## config.mk

```make
export PLATFORM = sky130hd
export DESIGN_NAME = spi_reg_slave_flat
export DESIGN_NICKNAME = d
export VERILOG_FILES = /design/src/rtl/spi_reg_slave_pkg.sv /design/src/rtl/spi_reg_slave_if.sv /design/src/rtl/spi_reg_slave_sync_edge.sv /design/src/rtl/spi_reg_slave.sv /design/src/flat_wrapper.sv
export SDC_FILE = /design/constraint.sdc
export NUM_CORES = 2
export LEC_CHECK = 0
export BUFFER_PORTS_ARGS = -buffer_cell sky130_fd_sc_hd__buf_4
export CORE_ASPECT_RATIO = 1.25
export CORE_MARGIN = 2
export CORE_UTILIZATION = 65
export DETAILED_ROUTE_END_ITERATION = 7
export PLACE_DENSITY = 0.85
export SYNTH_ARGS = -nofsm -noshare
export SYNTH_HDL_FRONTEND = slang
export SYNTH_SLANG_ARGS = --single-unit
export TNS_END_PERCENT = 20
```

## constraint.sdc

```tcl
create_clock -name mclk -period 5 [get_ports mclk]
set_clock_uncertainty 0.2 [all_clocks]
set_input_delay 0.25 -clock mclk [delete_from_list [all_inputs] [get_ports mclk]]
set_output_delay 0.25 -clock mclk [all_outputs]
set_load 0.1 [all_outputs]
```

## src/rtl/spi_reg_slave_pkg.sv

```systemverilog
// Shared types and constants for the SPI register-bank responder.
//   state_t    : transaction FSM states
//   HDR_RW_BIT : header bit selecting read (1) or write (0)
//   DEF_*      : default address/data widths
package spi_pkg;

  localparam int unsigned DEF_ADDR_W = 7;
  localparam int unsigned DEF_DATA_W = 8;
  localparam int unsigned HDR_RW_BIT = 7;
  // Bit counter covers one 8-bit phase (header or data).
  localparam int unsigned BIT_CNT_W  = 3;

  typedef enum logic [1:0] {
    IDLE,
    HEADER,
    DATA,
    DONE
  } state_t;

endpackage

```

## src/rtl/spi_reg_slave_if.sv

```systemverilog
// Bus bundle for spi_reg_slave: SPI pins plus the local parallel register port.
//   slave  modport : the responder (drives miso, loc_rdata, strobes, status)
//   master modport : the SPI master / local logic side
interface spi_reg_slave_if
  import spi_pkg::*;
#(
  parameter int unsigned ADDR_W = DEF_ADDR_W,
  parameter int unsigned DATA_W = DEF_DATA_W
);

  logic              sclk;
  logic              cs_n;
  logic              mosi;
  logic              miso;
  logic              loc_we;
  logic [ADDR_W-1:0] loc_addr;
  logic [DATA_W-1:0] loc_wdata;
  logic [DATA_W-1:0] loc_rdata;
  logic              wr_strobe;
  logic              rd_strobe;
  logic [ADDR_W-1:0] spi_addr;
  logic [DATA_W-1:0] spi_wdata;
  logic              abort;
  logic              loc_collision;

  modport slave (
    input  sclk, cs_n, mosi, loc_we, loc_addr, loc_wdata,
    output miso, loc_rdata, wr_strobe, rd_strobe, spi_addr, spi_wdata, abort, loc_collision
  );

  modport master (
    output sclk, cs_n, mosi, loc_we, loc_addr, loc_wdata,
    input  miso, loc_rdata, wr_strobe, rd_strobe, spi_addr, spi_wdata, abort, loc_collision
  );

endinterface

```

## src/rtl/spi_reg_slave_sync_edge.sv

```systemverilog
// Two-flop synchronizer with registered rise/fall pulses.
//   clk, reset : system clock, async active-low reset
//   pin        : asynchronous input
//   sync       : synchronized level (2 clk latency)
//   rise, fall : one-cycle edge pulses (3 clk after the pin edge)
module spi_sync_edge #(
  parameter logic RST_VAL = 1'b0
) (
  input  logic clk,
  input  logic reset,
  input  logic pin,
  output logic sync,
  output logic rise,
  output logic fall
);

  logic meta_q, sync_q, prev_q, rise_q, fall_q;

  always_ff @(posedge clk or negedge reset) begin
    if (!reset) begin
      meta_q <= RST_VAL;
      sync_q <= RST_VAL;
      prev_q <= RST_VAL;
      rise_q <= 1'b0;
      fall_q <= 1'b0;
    end else begin
      meta_q <= pin;
      sync_q <= meta_q;
      prev_q <= sync_q;
      rise_q <= sync_q & ~prev_q;
      fall_q <= ~sync_q & prev_q;
    end
  end

  assign sync = sync_q;
  assign rise = rise_q;
  assign fall = fall_q;

endmodule

```

## src/rtl/spi_reg_slave.sv

```systemverilog
// SPI mode-0 register-bank responder, oversampled on mclk.
// Header byte = {rd_wr, addr[6:0]}, followed by one data byte, both MSB-first.
//   mclk, reset : system clock, async active-low reset
//   bus (slave) : SPI pins, local register port, strobes and status pulses
module spi_reg_slave
  import spi_pkg::*;
#(
  parameter int unsigned ADDR_W = DEF_ADDR_W,
  parameter int unsigned DATA_W = DEF_DATA_W
) (
  input  logic           mclk,
  input  logic           reset,
  spi_reg_slave_if.slave bus
);

  localparam int unsigned HDR_W = ADDR_W + 1;
  localparam int unsigned DEPTH = 2 ** ADDR_W;
  localparam logic [BIT_CNT_W-1:0] CNT_LAST = '1;

  logic sclk_s, sclk_rise, sclk_fall;
  logic cs_n_s, cs_rise, cs_fall;
  logic mosi_s, mosi_rise, mosi_fall;

  spi_sync_edge #(.RST_VAL(1'b0)) u_sync_sclk (
    .clk(mclk), .reset(reset), .pin(bus.sclk), .sync(sclk_s), .rise(sclk_rise), .fall(sclk_fall)
  );
  spi_sync_edge #(.RST_VAL(1'b1)) u_sync_cs_n (
    .clk(mclk), .reset(reset), .pin(bus.cs_n), .sync(cs_n_s), .rise(cs_rise), .fall(cs_fall)
  );
  spi_sync_edge #(.RST_VAL(1'b0)) u_sync_mosi (
    .clk(mclk), .reset(reset), .pin(bus.mosi), .sync(mosi_s), .rise(mosi_rise), .fall(mosi_fall)
  );

  logic unused_edges;
  assign unused_edges = ^{sclk_s, cs_rise, cs_fall, mosi_rise, mosi_fall};

  state_t                 state_q, state_d;
  logic [BIT_CNT_W-1:0]   cnt_q, cnt_d;
  logic [HDR_W-1:0]       hdr_q, hdr_d, hdr_next;
  logic                   rw_q, rw_d;
  logic [DATA_W-1:0]      sin_q, sin_d, sin_next;
  logic [DATA_W-1:0]      sout_q, sout_d;
  logic                   first_q, first_d;
  logic                   miso_q, miso_d;
  logic [ADDR_W-1:0]      spi_addr_q, spi_addr_d;
  logic [DATA_W-1:0]      spi_wdata_q, spi_wdata_d;
  logic                   wr_strobe_q, wr_strobe_d;
  logic                   rd_strobe_q, rd_strobe_d;
  logic                   abort_q, abort_d;
  logic                   commit;
  logic                   coll_q;
  logic [DATA_W-1:0]      loc_rdata_q;
  logic [DATA_W-1:0]      regs_q [DEPTH];

  always_ff @(posedge mclk or negedge reset) begin
    if (!reset) begin
      state_q     <= IDLE;
      cnt_q       <= '0;
      hdr_q       <= '0;
      rw_q        <= 1'b0;
      sin_q       <= '0;
      sout_q      <= '0;
      first_q     <= 1'b0;
      miso_q      <= 1'b0;
      spi_addr_q  <= '0;
      spi_wdata_q <= '0;
      wr_strobe_q <= 1'b0;
      rd_strobe_q <= 1'b0;
      abort_q     <= 1'b0;
    end else begin
      state_q     <= state_d;
      cnt_q       <= cnt_d;
      hdr_q       <= hdr_d;
      rw_q        <= rw_d;
      sin_q       <= sin_d;
      sout_q      <= sout_d;
      first_q     <= first_d;
      miso_q      <= miso_d;
      spi_addr_q  <= spi_addr_d;
      spi_wdata_q <= spi_wdata_d;
      wr_strobe_q <= wr_strobe_d;
      rd_strobe_q <= rd_strobe_d;
      abort_q     <= abort_d;
    end
  end

  always_comb begin
    state_d     = state_q;
    cnt_d       = cnt_q;
    hdr_d       = hdr_q;
    rw_d        = rw_q;
    sin_d       = sin_q;
    sout_d      = sout_q;
    first_d     = first_q;
    miso_d      = miso_q;
    spi_addr_d  = spi_addr_q;
    spi_wdata_d = spi_wdata_q;
    wr_strobe_d = 1'b0;
    rd_strobe_d = 1'b0;
    abort_d     = 1'b0;
    commit      = 1'b0;
    hdr_next    = {hdr_q[HDR_W-2:0], mosi_s};
    sin_next    = {sin_q[DATA_W-2:0], mosi_s};

    unique case (state_q)
      IDLE: begin
        miso_d = 1'b0;
        if (!cs_n_s) begin
          state_d = HEADER;
          cnt_d   = '0;
        end
      end
      HEADER: begin
        if (cs_n_s) begin
          abort_d = 1'b1;
          miso_d  = 1'b0;
          state_d = IDLE;
        end else if (sclk_rise) begin
          hdr_d = hdr_next;
          cnt_d = cnt_q + 1'b1;
          if (cnt_q == CNT_LAST) begin
            spi_addr_d = hdr_next[ADDR_W-1:0];
            rw_d       = hdr_next[HDR_RW_BIT];
            first_d    = 1'b1;
            state_d    = DATA;
            if (hdr_next[HDR_RW_BIT]) begin
              rd_strobe_d = 1'b1;
              sout_d      = regs_q[hdr_next[ADDR_W-1:0]];
            end
          end
        end
      end
      DATA: begin
        if (cs_n_s) begin
          abort_d = 1'b1;
          miso_d  = 1'b0;
          state_d = IDLE;
        end else begin
          if (sclk_rise) begin
            cnt_d = cnt_q + 1'b1;
            if (!rw_q) sin_d = sin_next;
            if (cnt_q == CNT_LAST) begin
              state_d = DONE;
              if (!rw_q) begin
                commit      = 1'b1;
                spi_wdata_d = sin_next;
                wr_strobe_d = 1'b1;
              end
            end
          end
          // First fall after the header presents bit 7; later falls shift.
          if (sclk_fall && rw_q) begin
            if (first_q) begin
              miso_d  = sout_q[DATA_W-1];
              first_d = 1'b0;
            end else begin
              miso_d = sout_q[DATA_W-2];
              sout_d = {sout_q[DATA_W-2:0], 1'b0};
            end
          end
        end
      end
      DONE: begin
        if (cs_n_s) begin
          miso_d  = 1'b0;
          state_d = IDLE;
        end
      end
      default: state_d = IDLE;
    endcase
  end

  // Register file: SPI commit overrides a same-address local write.
  always_ff @(posedge mclk or negedge reset) begin
    if (!reset) begin
      for (int i = 0; i < DEPTH; i++) regs_q[i] <= '0;
      loc_rdata_q <= '0;
      coll_q      <= 1'b0;
    end else begin
      coll_q <= commit && bus.loc_we && (bus.loc_addr == spi_addr_q);
      if (bus.loc_we && !(commit && (bus.loc_addr == spi_addr_q))) begin
        regs_q[bus.loc_addr] <= bus.loc_wdata;
      end
      if (commit) regs_q[spi_addr_q] <= sin_next;
      loc_rdata_q <= regs_q[bus.loc_addr];
    end
  end

  assign bus.miso          = miso_q;
  assign bus.loc_rdata     = loc_rdata_q;
  assign bus.wr_strobe     = wr_strobe_q;
  assign bus.rd_strobe     = rd_strobe_q;
  assign bus.spi_addr      = spi_addr_q;
  assign bus.spi_wdata     = spi_wdata_q;
  assign bus.abort         = abort_q;
  assign bus.loc_collision = coll_q;

endmodule

```

## src/flat_wrapper.sv

```systemverilog
// flat-port wrapper written by rule: the top's interface ports become plain ports
module spi_reg_slave_flat import spi_pkg::*;
#(
  parameter int unsigned ADDR_W = DEF_ADDR_W,
  parameter int unsigned DATA_W = DEF_DATA_W
)
  (mclk, reset, bus_sclk, bus_cs_n, bus_mosi, bus_loc_we, bus_loc_addr, bus_loc_wdata, bus_miso, bus_loc_rdata, bus_wr_strobe, bus_rd_strobe, bus_spi_addr, bus_spi_wdata, bus_abort, bus_loc_collision);
  spi_reg_slave_if #(.ADDR_W(ADDR_W), .DATA_W(DATA_W)) bus_i ();
  input  logic mclk;
  input  logic reset;
  input wire logic [$bits(bus_i.sclk)-1:0] bus_sclk;
  input wire logic [$bits(bus_i.cs_n)-1:0] bus_cs_n;
  input wire logic [$bits(bus_i.mosi)-1:0] bus_mosi;
  input wire logic [$bits(bus_i.loc_we)-1:0] bus_loc_we;
  input wire logic [$bits(bus_i.loc_addr)-1:0] bus_loc_addr;
  input wire logic [$bits(bus_i.loc_wdata)-1:0] bus_loc_wdata;
  output wire logic [$bits(bus_i.miso)-1:0] bus_miso;
  output wire logic [$bits(bus_i.loc_rdata)-1:0] bus_loc_rdata;
  output wire logic [$bits(bus_i.wr_strobe)-1:0] bus_wr_strobe;
  output wire logic [$bits(bus_i.rd_strobe)-1:0] bus_rd_strobe;
  output wire logic [$bits(bus_i.spi_addr)-1:0] bus_spi_addr;
  output wire logic [$bits(bus_i.spi_wdata)-1:0] bus_spi_wdata;
  output wire logic [$bits(bus_i.abort)-1:0] bus_abort;
  output wire logic [$bits(bus_i.loc_collision)-1:0] bus_loc_collision;
  assign bus_i.sclk = bus_sclk;
  assign bus_i.cs_n = bus_cs_n;
  assign bus_i.mosi = bus_mosi;
  assign bus_i.loc_we = bus_loc_we;
  assign bus_i.loc_addr = bus_loc_addr;
  assign bus_i.loc_wdata = bus_loc_wdata;
  assign bus_miso = bus_i.miso;
  assign bus_loc_rdata = bus_i.loc_rdata;
  assign bus_wr_strobe = bus_i.wr_strobe;
  assign bus_rd_strobe = bus_i.rd_strobe;
  assign bus_spi_addr = bus_i.spi_addr;
  assign bus_spi_wdata = bus_i.spi_wdata;
  assign bus_abort = bus_i.abort;
  assign bus_loc_collision = bus_i.loc_collision;
  spi_reg_slave #(.ADDR_W(ADDR_W), .DATA_W(DATA_W)) u_core (.mclk(mclk), .reset(reset), .bus(bus_i));
endmodule
```

Yosys cells after proc, flatten, opt, wreduce, memory -nomap -nowiden

Index checks and enable logic that the tools add are counted.

Register bits: 1,090
Input port bits: 21
Output and inout bits: 28

Add/subtract/negate cells: 1
Magnitude comparators: 5
Eq/ne operators: 22
Multiplexer cells: 58
Bitwise gates (word level): 9
Reductions and logical operators: 22

Operator list:

| cell                                                | number |
|---|---|
| bitwise mux 1024 bit                                | 2 |
| two-way mux 1024 bit                                | 2 |
| binary-select mux 8 bit (select 7 bit)              | 2 |
| demux 8 bit (select 7 bit)                          | 2 |
| two-way mux 8 bit                                   | 13 |
| >= comparator 8 bit (second input constant)         | 3 |
| inverter 7 -> 8 bit                                 | 3 |
| two-way mux 1 bit                                   | 21 |
| < comparator 8 x 1 -> 1 bit (second input constant) | 2 |
| two-way mux 2 bit                                   | 8 |
| one-hot mux 8 bit (2 select lines)                  | 1 |
| != test 2 bit (second input constant)               | 7 |
| AND reduction 4 bit                                 | 3 |
| AND reduction 6 bit                                 | 2 |
| != test 2 x 1 -> 1 bit (second input constant)      | 5 |
| two-way mux 3 bit                                   | 3 |
| != test 3 x 2 -> 1 bit (second input constant)      | 3 |
| one-hot mux 2 bit (4 select lines)                  | 1 |
| AND reduction 8 bit                                 | 1 |
| equality test 7 bit                                 | 1 |
| logical AND 1 bit                                   | 7 |
| != test 3 bit (second input constant)               | 2 |
| one-hot mux 3 bit (2 select lines)                  | 1 |
| AND reduction 5 bit                                 | 1 |
| 14 further kinds                                    | 21 |

Logic depth before layout (Yosys ltp)

Word-level depth: 11
Mapped depth: 14
Gate-level depth less buffers: 10

Hierarchy

From an unflattened synthesis, not the netlist that was laid out.

Cells, all modules: 6,540
Area, all modules: 68,291.7 um2

Modules (own cells, without submodules):

| module                                  | instances | cells each | area an instance (um2) | sequential area each (um2) |
|---|---|---|---|---|
| spi_reg_slave                           | 1         | 6,519      | 67,867.6               | 27,050.9 |
| spi_sync_edge at u_core.u_sync_mosi ... | 2         | 7          | 140.1                  | 125.1 |
| spi_sync_edge at u_core.u_sync_cs_n     | 1         | 7          | 143.9                  | 128.9 |

Worst setup path after synthesis

OpenSTA, ideal clock, no wires.

Path type: flip-flop to flip-flop
From: register u_core.spi_addr_q[5], in the netlist u_core.bus.spi_addr[5]
To: register u_core.regs_q[455] (netlist name)
Library setup time: 137 ps
Data arrival time: 2,848 ps
Data required time: 4,663 ps
Setup slack: 1,815 ps
Stages on the path, launching flop included: 9
Path buffers: 1
Period minus slack after synthesis: 3,185 ps
Path through: dfrtp_1 clkbuf_1 xor2_1 nor3_1 a31oi_4 nand2_1 nor2_2 mux2i_1 a21oi_1

Word-level cells in the longest chain between the ends: 7
Elaborated cells on any way between the ends: 13

Ends and longest elaborated chain:

| element                                                                          | RTL line                                   | RTL |
|---|---|---|
| start: declaration                                                               | spi_reg_slave.sv:45                        | `logic [ADDR_W-1:0] spi_addr_q, spi_addr_d;` |
| start signal: assignment                                                         | spi_reg_slave.sv:79                        | `spi_addr_q <= spi_addr_d;` |
| inverter 7 -> 8 bit (implied by the code) or equality test 7 bit (tied branches) | spi_reg_slave.sv:184, spi_reg_slave.sv:181 |  |
| >= comparator 8 bit (implied by the code) (tied with other cells)                | spi_reg_slave.sv:184                       | `if (commit) regs_q[spi_addr_q] <= sin_next;` |
| logical AND 1 bit (implied by the code) or zero test 1 bit (tied branches)       | spi_reg_slave.sv:184, spi_reg_slave.sv:181 |  |
| two-way mux 8 bit (implied by the code) or logical AND 1 bit (tied branches)     | spi_reg_slave.sv:184, spi_reg_slave.sv:181 |  |
| demux 8 bit (select 7 bit) or two-way mux 1024 bit (tied branches)               | spi_reg_slave.sv:184, spi_reg_slave.sv:181 |  |
| bitwise mux 1024 bit                                                             | spi_reg_slave.sv:184                       |  |
| two-way mux 1024 bit *                                                           | spi_reg_slave.sv:184                       |  |
| end signal: indexed assignment                                                   | spi_reg_slave.sv:182                       | `regs_q[bus.loc_addr] <= bus.loc_wdata;` |
| end signal: indexed assignment                                                   | spi_reg_slave.sv:184                       |  |
| end: declaration                                                                 | spi_reg_slave.sv:53                        | `logic [DATA_W-1:0] regs_q [DEPTH];` |

Every way passes the cells marked *; elsewhere a longest branch is shown, timed or not.
A chain may end at the register's enable or synchronous reset.

Worst setup path after layout

From: register u_core.state_q[0]
To: register u_core.regs_q[1023] (netlist name)

Word-level cells in the longest chain between the ends: 8

Ends and longest elaborated chain:

| element                  | RTL line             | RTL |
|---|---|---|
| start: declaration       | spi_reg_slave.sv:37  | `state_t state_q, state_d;` |
| start signal: assignment | spi_reg_slave.sv:71  | `state_q <= state_d;` |
| equality test 2 bit *    | spi_reg_slave.sv:105 | `unique case (state_q)` |
| two-way mux 1 bit *      | spi_reg_slave.sv:105 |  |
| logical AND 1 bit        | spi_reg_slave.sv:181 | `if (bus.loc_we && !(commit && (bus.loc_addr == spi_addr_q))) begin` |
| zero test 1 bit          | spi_reg_slave.sv:181 |  |
| logical AND 1 bit        | spi_reg_slave.sv:181 |  |
| two-way mux 1024 bit     | spi_reg_slave.sv:181 |  |
| bitwise mux 1024 bit     | spi_reg_slave.sv:184 |  |
| two-way mux 1024 bit *   | spi_reg_slave.sv:184 |  |

Marked as above.

==> reports/qor.yml <==
status: "finished with violations"
violations: "DRC, hold timing, capacitance limit, slew limit"
cts-buffers-inserted: 112
drive_above_1_share_pct: 16.8
dp_hpwl_um: 185000
port_buffers: 48
final_util_pct: 71.5
synth_nets: 6755
area_growth_pct: 9.22
synthAdderAreaFrac_pct: 0.111
clock-root-buffer: "clkbuf_16"
synth-edff-count: 0
wl_met1_um: 92300
slew_headroom_pct: -6.59
worstPathRequired_ns: 5.48
worstPathCellList: "inv_1 > ha_1 > nand4bb_1 > nor4_2 > a31oi_4 > nand2_2 > nor2_2 > mux2i_1 > a21oi_1"
synth.cell_area_um2: 67700
yosysTopAreaCellShare_pct: 40.2
grt_start_max_net_pins: 144
maxCapViolCount: 6
fin_crit_sh_pct: 87.4
setup_viol: 0
dr_wl_met2_um: 119000
synthCells: 6728
muxShareOfSynthArea_pct: 30.7
synth_xor_xnor_area_share_pct: 0.0905
leakage_uw: 0.0261
path_clk_slew_ns: 0.07
first_iter_violations: 11600
holdWs_ns: -0.0244
die-area_um2: 107000
grt_usage_pct: 54.5
via_per_inst: 7.84
clockBufferDepth: 3
fin_ws_ns: 0.632
slowest_stage: "nand2_2"
fin_cells: 8021
die_w_um: 293
cellPowerDensity_nw_per_um2: 359
insertion_delay_ns: 0.79
criticalPathCategory: "flop to flop"
dp.cells: 7775
worst_pin_slew_ns: 1.60
ys_top_cells_by_area: "dfrtp_1 (40%), mux2i_1 (18%), mux4_2 (11%)"
cts_sinks: 1090
synth_simple_gate_area_share_pct: 10.8
grt_setup_unrepaired: "no"
fillers: 7217
syn_avg_cell_area_um2: 10.1
dr_total_vias: 62900
ant_nets: 0
cp_max_fo: 17
cts_tree: "built"
yosys_warnings: 0
grt_pass1_wl_um: 420000
worstPathArrival_ns: 4.85
ys_types: 76
h-tree-depth: 3
synth-seq-cells: 1090
tns_ns: 0
pin_count: 49
core_area_um2: 104000
start_util_pct: 65.4
ir_drop_uv: 306
wl_per_cell_um: 36.3
slowest_delay_ns: 0.74
synth_compound_area_share_pct: 14.1
wirelength_um: 291000
max_freq_mhz: 229
die_h_um: 365
fin_crit_ns: 4.37
min_path_type: "input pin to flop"
rows: 132
synth_top_family_by_area: "multiplexers"
cts_resized: 0
antenna_found_initial: 38
fin_nets: 6593
cp-end-kind: "flop"
first_pass_iters: 8
synth-seq-area-share_pct: 40.3
async_flop_share_pct: 100
start_kind: "flop"
synthFlopType: "dfrtp_1"
yosysTopAreaCell: "dfrtp_1"
drc: 9
grt-ovfl-total: 0
place_ws_ns: 0.911
slew_violations: 14
dr_wl_met3_um: 47000
first_global_vias: 59600
place_congestion: 1.07
final-hold-violation-count: 1
top_layer: "met5"
-- registers in the layout, summed over array words and instances (netlist names), 2 cells and up --
| signal | flops |
|---|---|
| u_core.bus.loc_rdata | 8 |
| u_core.sin_q | 7 |
| u_core.bus.spi_addr | 7 |
| u_core.regs_q | 1024 |
| u_core.cnt_q | 3 |
| u_core.hdr_q | 7 |
| u_core.sout_q | 8 |
| u_core.bus.spi_wdata | 8 |
| u_core.state_q | 2 |
-- per-stage QoR --
stage	area [µm²]	power, µW
floorplan	67700	14100
global placement	69800	16600
detailed placement	69800	16800
CTS	73900	25800
global route	73900	26900
finish	74000	26500
-- cell families (layout without fill, tap and decap cells) --
family / Yosys count / after routing
buffers and inverters: 643 / 572
DFF: 1090 / 1090
adders and majority gates: 6 / 6
other: 0 / 24
muxes: 1649 / 1649
AOI/OAI and AO/OA: 1604 / 1604
and+or+nand+nor: 1729 / 1729
xor gates and xnor gates: 7 / 7
-- critical path, delay by kind of cell (launching register included) --
family,cells,cell delay (ns)
simple gates,4,2.20
compound gates,2,0.51
flops,1,0.42
buf+inv,1,0.14
mux,1,0.21
fa+ha+maj,1,0.56
-- synthesized netlist by cell type, types with 74 or more instances --
library cell	n
mux4_2	324
a221oi_1	108
nor2_1	895
dfrtp_1	1088
buf_1	93
nor2_2	118
o21ai_0	288
buf_2	76
nand2_1	553
o221ai_1	79
clkbuf_1	407
mux2i_1	1244
a21oi_1	824
mux2_2	74
-- cell type report --
type | count | area [µm²] | share of cell area [%]
multi-input combinational | 4995 | 37800 | 51.1
clock inverter | 45 | 602 | 0.813
tap | 1340 | 1680 | 2.27
sequential | 1090 | 27300 | 36.9
inverter | 17 | 65.1 | 0.0879
timing repair buffer | 350 | 3120 | 4.22
clock buffer | 160 | 3320 | 4.48
antenna | 24 | 60.1 | 0.0812
-- per-layer routing --
metal,GRT usage [%],vias to the layer above
met5,1.13,-
met4,46.6,42
met3,25.6,2173
met2,76.1,6343
met1,63.3,30000
li1,-,24400
-- worst paths after layout --
path	cells after the start	end	slack [ns]	from
worst min register to register	0	u_core.u_sync_mosi.sync	0.15	u_core.u_sync_mosi.meta_q
min in group asynchronous	3	u_core.regs_q[682]	0.15	reset
worst max-delay path	9	u_core.regs_q[1023]	0.63	u_core.state_q[0]
worst min-delay path	4	u_core.regs_q[243]	-0.02	bus_loc_wdata[3]
worst max register to register	9	u_core.regs_q[1023]	0.63	u_core.state_q[0]
max in group asynchronous	3	u_core.regs_q[762]	3.60	reset
-- power breakdown --
group	switching (µW)	total (µW)	leakage, µW	internal, µW
registers	1110	10700	0.0104	9560
clock network	3910	9220	0.00194	5310
logic	4340	6650	0.0138	2310
total	9360	26500	0.0261	17200
-- what timing repair did --
| item | CTS | global route |
|---|---|---|
| hold endpoints to repair | 308 | 0 |
| hold buffers | 16 | 0 |
| endpoints found under the setup margin | 0 | 0 |
| setup buffers | 0 | 0 |
-- layout by cell type, fill, tap and decap left out, types with 31 or more instances in the layout --
master	synthesis	layout
o221ai_1	79	79
o21ai_0	288	288
buf_4	41	297
o22ai_1	73	73
clkbuf_16	0	115
nand2_1	553	552
buf_12	1	32
a21oi_1	824	824
mux2_2	74	74
nor2_2	118	118
mux2i_1	1244	1244
dfrtp_1	1088	1076
a221oi_1	108	107
nor2_1	895	893
a22oi_1	70	70
mux4_2	324	324
a211oi_1	31	31
Note: power is estimated with default switching activity, not from simulation.
